`src/rtl/fir_coeff_sequencer.sv`:
```
// -----------------------------------------------------------------------------
// fir_coeff_sequencer
// Upstream control stage for the reconfigurable FIR filter. It divides the
// 12 MHz clock down to a 600 kHz sample strobe. It turns a valid/ready stream
// of 16-bit coefficients into the RAM write sequence (NUM_MODULES x NUM_TAPS).
// Between loads it drives the filter's run-mode controls.
//
// Ports:
//   iClk12M, iRsn         clock, asynchronous active-low reset
//   iLoadStart            pulse: begin a full coefficient load
//   iRunEn, iRunSel       run-mode enable and module select
//   iCoeffValid/Data      coefficient stream in; oCoeffReady handshake out
//   oEnSample600k         one-cycle sample strobe every SAMPLE_DIV cycles
//   oCoeffUpdateFlag      load in progress (LOAD and DONE)
//   oMemRdFlag, oEnMAC    run-mode controls
//   oCsnRam, oWrnRam      RAM chip select / write enable (active-low)
//   oModuleSel, oWtDtRam  RAM module select and write data
//   oLoadDone             pulse after the last word has been written
//   oLoadErr, iChkSum     checksum compare (only with COEFF_CHKSUM_EN)
//
// Build option: define COEFF_CHKSUM_EN to enable the load checksum.
// -----------------------------------------------------------------------------
module fir_coeff_sequencer #(
    parameter int unsigned SAMPLE_DIV  = 20,
    parameter int unsigned NUM_TAPS    = 10,
    parameter int unsigned NUM_MODULES = 4
) (
    input  logic        iClk12M,
    input  logic        iRsn,
    input  logic        iLoadStart,
    input  logic        iRunEn,
    input  logic [1:0]  iRunSel,
    input  logic        iCoeffValid,
    input  logic [15:0] iCoeffData,
    input  logic [15:0] iChkSum,
    output logic        oCoeffReady,
    output logic        oEnSample600k,
    output logic        oCoeffUpdateFlag,
    output logic        oMemRdFlag,
    output logic        oCsnRam,
    output logic        oWrnRam,
    output logic        oEnMAC,
    output logic [1:0]  oModuleSel,
    output logic [15:0] oWtDtRam,
    output logic        oLoadDone,
    output logic        oLoadErr
);

    localparam int unsigned CNT_W     = $clog2(SAMPLE_DIV);
    localparam int unsigned TAP_W     = $clog2(NUM_TAPS);
    localparam int unsigned IDX_W     = 6;
    localparam int unsigned NUM_WORDS = NUM_TAPS * NUM_MODULES;

    typedef enum logic [1:0] {ST_IDLE, ST_LOAD, ST_DONE, ST_RUN} state_e;

    state_e             state_q, state_d;
    logic [CNT_W-1:0]   cnt_q, cnt_d;
    logic [IDX_W-1:0]   idx_q, idx_d;
    logic [TAP_W-1:0]   tap_q, tap_d;
    logic [1:0]         mod_q, mod_d;
    logic               strobe_q, strobe_d;
    logic               ready_q, ready_d;
    logic               upd_q, upd_d;
    logic               memrd_q, memrd_d;
    logic               csn_q, csn_d;
    logic               wrn_q, wrn_d;
    logic               mac_q, mac_d;
    logic [1:0]         modsel_q, modsel_d;
    logic [15:0]        wdata_q, wdata_d;
    logic               done_q, done_d;
    logic               fire_c;
    logic               load_entry_c;
    logic               chk_bad_c;

    // A word transfers when upstream is valid and our registered ready is high.
    assign fire_c = iCoeffValid & ready_q;

    // Free-running sample divider; strobe registered off the terminal count.
    always_comb begin
        strobe_d = (cnt_q == CNT_W'(SAMPLE_DIV - 1));
        cnt_d    = strobe_d ? '0 : cnt_q + CNT_W'(1);
    end

    // Next-state and registered-output logic.
    always_comb begin
        state_d  = state_q;
        idx_d    = idx_q;
        tap_d    = tap_q;
        mod_d    = mod_q;
        ready_d  = 1'b0;
        upd_d    = 1'b0;
        memrd_d  = 1'b0;
        csn_d    = 1'b1;
        wrn_d    = 1'b1;
        mac_d    = 1'b0;
        modsel_d = modsel_q;
        wdata_d  = wdata_q;
        done_d   = 1'b0;

        case (state_q)
            ST_IDLE: begin
                if (iLoadStart)  state_d = ST_LOAD;
                else if (iRunEn) state_d = ST_RUN;
            end
            ST_LOAD: begin
                // iLoadStart is deliberately ignored here.
                if (fire_c) begin
                    csn_d    = 1'b0;
                    wrn_d    = 1'b0;
                    wdata_d  = iCoeffData;
                    modsel_d = mod_q;
                    idx_d    = idx_q + IDX_W'(1);
                    if (tap_q == TAP_W'(NUM_TAPS - 1)) begin
                        tap_d = '0;
                        mod_d = mod_q + 2'd1;
                    end else begin
                        tap_d = tap_q + TAP_W'(1);
                    end
                    if (idx_q == IDX_W'(NUM_WORDS - 1)) state_d = ST_DONE;
                end
            end
            ST_DONE: begin
                done_d  = 1'b1;
                idx_d   = '0;
                tap_d   = '0;
                mod_d   = '0;
                // A checksum mismatch keeps the filter out of run mode.
                state_d = (iRunEn && !chk_bad_c) ? ST_RUN : ST_IDLE;
            end
            ST_RUN: begin
                if (iLoadStart)   state_d = ST_LOAD;
                else if (!iRunEn) state_d = ST_IDLE;
            end
            default: state_d = ST_IDLE;
        endcase

        // Every load restarts at module 0, tap 0.
        if (load_entry_c) begin
            idx_d    = '0;
            tap_d    = '0;
            mod_d    = '0;
            modsel_d = '0;
        end

        case (state_d)
            ST_LOAD: begin
                upd_d   = 1'b1;
                ready_d = 1'b1;
            end
            ST_DONE: upd_d = 1'b1;
            ST_RUN: begin
                memrd_d  = 1'b1;
                mac_d    = 1'b1;
                csn_d    = 1'b0;
                wrn_d    = 1'b1;
                modsel_d = iRunSel;
            end
            default: ;
        endcase
    end

    assign load_entry_c = (state_d == ST_LOAD) && (state_q != ST_LOAD);

`ifdef COEFF_CHKSUM_EN
    logic [15:0] sum_q, sum_d;
    logic        err_q, err_d;

    // Modular sum of accepted words; error sticky until the next load.
    always_comb begin
        chk_bad_c = (state_q == ST_DONE) && (sum_q != iChkSum);
        sum_d     = sum_q;
        err_d     = err_q;
        if (load_entry_c) begin
            sum_d = '0;
            err_d = 1'b0;
        end else begin
            if (fire_c)    sum_d = sum_q + iCoeffData;
            if (chk_bad_c) err_d = 1'b1;
        end
    end

    always_ff @(posedge iClk12M or negedge iRsn) begin
        if (!iRsn) begin
            sum_q <= '0;
            err_q <= 1'b0;
        end else begin
            sum_q <= sum_d;
            err_q <= err_d;
        end
    end

    assign oLoadErr = err_q;
`else
    logic unused_chksum;

    assign unused_chksum = ^iChkSum;
    assign chk_bad_c     = 1'b0;
    assign oLoadErr      = 1'b0;
`endif

    // State and output registers.
    always_ff @(posedge iClk12M or negedge iRsn) begin
        if (!iRsn) begin
            state_q  <= ST_IDLE;
            cnt_q    <= '0;
            idx_q    <= '0;
            tap_q    <= '0;
            mod_q    <= '0;
            strobe_q <= 1'b0;
            ready_q  <= 1'b0;
            upd_q    <= 1'b0;
            memrd_q  <= 1'b0;
            csn_q    <= 1'b1;
            wrn_q    <= 1'b1;
            mac_q    <= 1'b0;
            modsel_q <= '0;
            wdata_q  <= '0;
            done_q   <= 1'b0;
        end else begin
            state_q  <= state_d;
            cnt_q    <= cnt_d;
            idx_q    <= idx_d;
            tap_q    <= tap_d;
            mod_q    <= mod_d;
            strobe_q <= strobe_d;
            ready_q  <= ready_d;
            upd_q    <= upd_d;
            memrd_q  <= memrd_d;
            csn_q    <= csn_d;
            wrn_q    <= wrn_d;
            mac_q    <= mac_d;
            modsel_q <= modsel_d;
            wdata_q  <= wdata_d;
            done_q   <= done_d;
        end
    end

    assign oEnSample600k    = strobe_q;
    assign oCoeffReady      = ready_q;
    assign oCoeffUpdateFlag = upd_q;
    assign oMemRdFlag       = memrd_q;
    assign oCsnRam          = csn_q;
    assign oWrnRam          = wrn_q;
    assign oEnMAC           = mac_q;
    assign oModuleSel       = modsel_q;
    assign oWtDtRam         = wdata_q;
    assign oLoadDone        = done_q;

endmodule

```
`config.mk`:
```
export PLATFORM = sky130hd
export DESIGN_NAME = fir_coeff_sequencer
export DESIGN_NICKNAME = d
export VERILOG_FILES = /design/src/rtl/fir_coeff_sequencer.sv
export SDC_FILE = /design/constraint.sdc
export NUM_CORES = 1
export LEC_CHECK = 0
export ABC_AREA = 0
export BUFFER_PORTS_ARGS = -buffer_cell sky130_fd_sc_hd__buf_2
export CORE_MARGIN = 2
export CORE_UTILIZATION = 53
export CTS_BUF_LIST = sky130_fd_sc_hd__clkbuf_16
export DETAILED_ROUTE_END_ITERATION = 6
export GPL_TIMING_DRIVEN = 1
export PLACE_DENSITY = 0.94
export SLEW_MARGIN = 20
export SYNTH_ARGS = -nofsm -noshare
export SYNTH_HDL_FRONTEND = slang
export SYNTH_SLANG_ARGS = --single-unit
```
`constraint.sdc`:
```
create_clock -name iClk12M -period 4.6 [get_ports iClk12M]
set_input_delay 0.92 -clock iClk12M [delete_from_list [all_inputs] [get_ports iClk12M]]
set_output_delay 0.92 -clock iClk12M [all_outputs]
set_load 0.1 [all_outputs]
```
* Word level (Yosys, flattened, before mapping)
Index checks and enable logic that the tools add are counted.
** Storage, ports and cells
- Latch bits :: 0
- ROM bits :: 0
- Word-level logic and storage cells :: 73
- Bits in registers :: 44
- Bits in writable memories :: 0
- Memories kept :: 0
** Cells by class
- Shift operators :: 0
- Equality and inequality tests :: 12
- Reductions and logical operators :: 10
- Divide/modulo/power cells :: 0
- Order comparisons :: 0
- Multiplexer cells :: 32
- Bitwise operators :: 1
- Multipliers :: 0
- Add/sub/neg operators :: 4
** Operators with widths (number)
- $mux W2 :: 14
- $mux W4 :: 3
- $mux W6 :: 2
- $pmux W6 S2 :: 1
- $reduce_bool A3 Y1 :: 3
- $eq A2 B2 Y1 const B :: 4
- $mux W1 :: 8
- $pmux W2 S4 :: 1
- $pmux W4 S2 :: 1
- $add A6 B1 Y6 const B :: 1
- $eq A6 B6 Y1 const B :: 1
- $ne A3 B3 Y1 const B :: 2
- $reduce_and A2 Y1 :: 3
- $add A5 B1 Y5 const B :: 1
- $eq A5 B5 Y1 const B :: 1
- $mux W5 :: 1
- $add A4 B1 Y4 const B :: 1
- $eq A2 B1 Y1 const B :: 2
- $eq A4 B4 Y1 const B :: 1
- $pmux W2 S2 :: 1
- $reduce_and A3 Y1 :: 1
- $add A2 B1 Y2 const B :: 1
- $logic_not A2 Y1 :: 1
- $ne A2 B1 Y1 const B :: 1
- other kinds (3) :: 3

* Depth between registers and ports, before layout
- Depth after elaboration :: 8
- Depth in mapped cells :: 10
- Depth with buffers taken out :: 9

* Worst setup path before layout
OpenSTA, ideal clock, no wires.
- Path kind :: register -> register
- Start :: reg ready_q (netlist: oCoeffReady)
- End :: reg tap_q[1]
- Stages on the path, launching flop included :: 10
- Arrival time :: 2.554 ns
- Period minus slack after synthesis :: 2.655 ns
- Slack :: 1.945 ns
- Library setup time :: 0.101 ns
- Path buffers :: 1
- Cells stage by stage :: dfrtp_1 -> and4b_1 -> buf_4 -> nand3_2 -> nor4b_4 -> nor2_1 -> ha_1 -> nor2_1 -> o21ai_1 -> o32ai_1
** Between the ends
- Cells in the longest elaborated chain, start to end :: 7
** Ends and longest elaborated chain
- start, declared :: RTL line 62 : logic ready_q, ready_d;
- start signal, assigned :: RTL line 226 : ready_q <= ready_d;
- $and A1 B1 Y1 * :: RTL line 76 : assign fire_c = iCoeffValid & ready_q;
- $mux W2 * :: RTL line 107 : if (fire_c) begin
- $pmux W2 S4 * :: RTL line 100 : case (state_q)
- named net state_d[0] :: RTL line 56 : state_e state_q, state_d;
- $eq A2 B1 Y1 * :: RTL line 162 : assign load_entry_c = (state_d == ST_LOAD) && (state_q != ST_LOAD);
- $logic_and A1 B1 Y1 * :: RTL line 162
- $ne A3 B3 Y1 (no line) / $reduce_bool A3 Y1 (equally long branches)
- $reduce_and A2 Y1 (no line)
- end signal, assigned :: RTL line 223 : tap_q <= tap_d;
- end, declared :: RTL line 59 : logic [TAP_W-1:0] tap_q, tap_d;
Mark *: on every way through the listed nets, which the timed path passes. The rest lies on a longest branch.
A chain may end at the register's enable or synchronous reset.

* Worst setup path after layout
- Start :: in iCoeffValid
- End :: reg idx_q[0]
** Between the ends
- Cells in the longest elaborated chain, start to end :: 7
** Ends and longest elaborated chain
- start, declared :: RTL line 33 : input logic iCoeffValid,
- $and A1 B1 Y1 * :: RTL line 76
- $mux W2 * :: RTL line 107
- $pmux W2 S4 * :: RTL line 100
- named net state_d[0] :: RTL line 56
- $eq A2 B1 Y1 * :: RTL line 162
- $logic_and A1 B1 Y1 * :: RTL line 162
- $ne A3 B3 Y1 (no line) / $reduce_bool A3 Y1 (equally long branches)
- $reduce_and A2 Y1 (no line)
- end signal, assigned :: RTL line 222 : idx_q <= idx_d;
- end, declared :: RTL line 58 : logic [IDX_W-1:0] idx_q, idx_d;
Marked as above.

==> impl_metrics.ini <==
[critical_path]
r2r-start = state_q[1]$_DFF_PN0_
cp_max_fo = 32
reg2reg_slack_ps = 1910
cp-endpoint = idx_q[0]$_DFFE_PN0P_
reg2regPathDepth = 10
critPathLaunchType = input pin
reg2reg_to = idx_q[0]$_DFFE_PN0P_
worstSetupStartpoint = iCoeffValid
endpoint_kind = flop
worstPathRequired_ps = 4800
crit_arrival_ps = 3070
path_class = in -> reg

[clock_network]
tritoncts = yes
cts_setup_buffers = 0
cts_max_level = 2
postCtsHoldBufs = 0
clock-sinks = 44
cts_resized = 0
cts_root_buf = clkbuf_16
clockBufferDepth = 2
insertion_delay_ps = 280
clk_pin_slew_worst_paths_ps = 50
cts_buffers = 5

[drt]
m1WireLength_um = 1570
drt_iter0_drc = 38
drc_errors = 0
firstDrtPassIters = 4
avgRoutedWirePerCell_um = 13.2
via_per_inst = 5.17
routed-wl-met2_um = 1890
dr.max_layer_used = met4
route.met3.wl_um = 181
antenna_left = 0
vias = 1457
drt_wl_total_um = 3730

[status]
status = complete, no violations

[global_route]
grt_max_degree = 45
antenna_found_initial = 0
grt_pass1_wl_um = 6270
grt_pass1_vias = 1415
grt.overflow.total = 0
grt_use_total = 0.206

[hold_path]
hp-class = reg -> reg

[sta]
finalHoldViolCount = 0
setup-tns-final_ps = 0
setup_viol_count_final = 0
fmax_ghz = 0.349
worst_pin_slew_ps = 934
whs_ps = 467
rsz0062_at_grt = no
relSlewSlack = 0.377
period_minus_slack_ps = 2860
finalCritPeriodShare = 0.623
maxSlewViolCount = 0
fin_worst_skew_ps = 3.41

[die]
initial_core_util = 0.562
die_width_um = 63.9
design.die.area_um2 = 4090
chipHeight_um = 63.9
pin_count = 66
rows = 21
core_region_area_um2 = 3390

[synth]
synth_cell_type_count = 37
synthArstFlopShare = 1.00
ys.flop_type = dfrtp_1
netlist_area_um2 = 1900
ys_seq_area_frac = 0.580
syn_area_per_cell_um2 = 10.2
synth_nets = 232
netlist_instances = 187
synth-edff-count = 0
ys_ff_latch = 44
ys_warn_count = 0

[power_and_ir_drop]
power.density_nw_per_um2 = 571
irDropWorstVdd_uv = 435
leakagePower_nw = 1.20

[final_layout]
finalCoreUtilization = 0.679
diodes = 0
fin_cells = 282
syn_to_final_growth_pct = 20.8
finalNetCount = 280
drive_gt1_frac = 0.263

[job]
max_cap_viol_count = 0

[placement]
dp.cells = 274
gp_congestion = 0.762
port_buffers = 48
dp_hpwl_um = 2470
## sequential cells by signal, indices dropped and copies added (netlist names)
name	flops
oLoadDone	1
idx_q	6
oEnSample600k	1
oCsnRam	1
tap_q	4
mod_q	2
oEnMAC	1
oCoeffReady	1
oWtDtRam	16
oModuleSel	2
cnt_q	5
oWrnRam	1
oCoeffUpdateFlag	1
state_q	2
## metrics by stage
step                      setup slack, ps  total power [mW]  cell area (um^2)
after floorplan                      1950             0.898              1900
after global placement               1560             0.966              2160
after detailed placement             1510             0.982              2160
after CTS                            1740              1.33              2300
after global routing                 1490              1.38              2300
final                                1740              1.31              2300
## how the worst min path moves through the flow
stage                                   from            endpoint  slack [ps]  cells past startpoint
after floorplan           cnt_q[0]$_DFF_PN0_  cnt_q[0]$_DFF_PN0_         430                      1
after global placement    cnt_q[0]$_DFF_PN0_  cnt_q[0]$_DFF_PN0_         450                      1
after detailed placement  cnt_q[0]$_DFF_PN0_  cnt_q[0]$_DFF_PN0_         460                      1
after CTS                 cnt_q[0]$_DFF_PN0_  cnt_q[0]$_DFF_PN0_         470                      1
after global routing      cnt_q[0]$_DFF_PN0_  cnt_q[0]$_DFF_PN0_         480                      1
final                     cnt_q[0]$_DFF_PN0_  cnt_q[0]$_DFF_PN0_         470                      1
## cells by family after synthesis
logic type      after synthesis  share of synthesized area
flops                        44                      0.580
compound gates               23                     0.0769
simple gates                 93                      0.225
other cells                   1                    0.00197
xor+xnor                      7                     0.0322
mux                           3                     0.0158
buf+inv                      10                     0.0296
fa+ha+maj                     6                     0.0394
## Yosys cell counts (2+ instances only)
| cell | instances | area share |
|---|---|---|
| a21o_1 | 2 | 0.0079 |
| a21oi_1 | 5 | 0.013 |
| a22o_1 | 2 | 0.0092 |
| a2bb2oi_1 | 2 | 0.0092 |
| buf_2 | 3 | 0.0079 |
| buf_4 | 4 | 0.016 |
| dfrtp_1 | 42 | 0.55 |
| dfstp_2 | 2 | 0.028 |
| ha_1 | 6 | 0.039 |
| inv_1 | 2 | 0.0039 |
| mux2i_1 | 3 | 0.016 |
| nand2_1 | 61 | 0.12 |
| nand2b_1 | 4 | 0.013 |
| nand3_1 | 4 | 0.011 |
| nand4_1 | 2 | 0.0066 |
| nor2_1 | 10 | 0.020 |
| o21ai_0 | 7 | 0.018 |
| or2_2 | 2 | 0.0066 |
| xnor2_1 | 3 | 0.014 |
| xor2_1 | 4 | 0.018 |
## critical path: stages
cell     delay (ps)
buf_2            80
and4b_1         180
buf_4           320
nand3_2         150
nor4b_4         330
nor2_1          120
ha_1            290
nor2_1          160
o21a_1          230
nand2_1         110
mux2i_1         160
## cell usage in the layout (no fill, tap or decap), drive strengths merged, types with 4 or more instances in the layout
master  Yosys  layout
nand2      61      61
nand3       5       5
nand2b      4       4
o21ai       8       8
xor2        4       4
dfrtp      42      42
buf         7      49
ha          6       6
nor2       10      10
a21oi       6       6
clkbuf      1       5
## routing by layer
metal,GRT usage,vias to the layer above
li1,-,705
met1,0.248,703
met2,0.332,41
met3,0.0704,8
met4,0.0978,0
met5,0,-
## where the power goes
part	internal [mW]	switching, mW
logic	0.106	0.344
clock network	0.197	0.136
registers	0.464	0.0653
## layout make-up
| type | count | area (um^2) |
|---|---|---|
| timing repair buffer | 49 | 248 |
| sequential | 44 | 1100 |
| fill | 256 | 1090 |
| clock inverter | 3 | 15.0 |
| inverter | 2 | 7.51 |
| tap | 46 | 57.6 |
| multi-input combinational | 133 | 744 |
| clock buffer | 5 | 125 |
(Power assumes the default switching activity.)
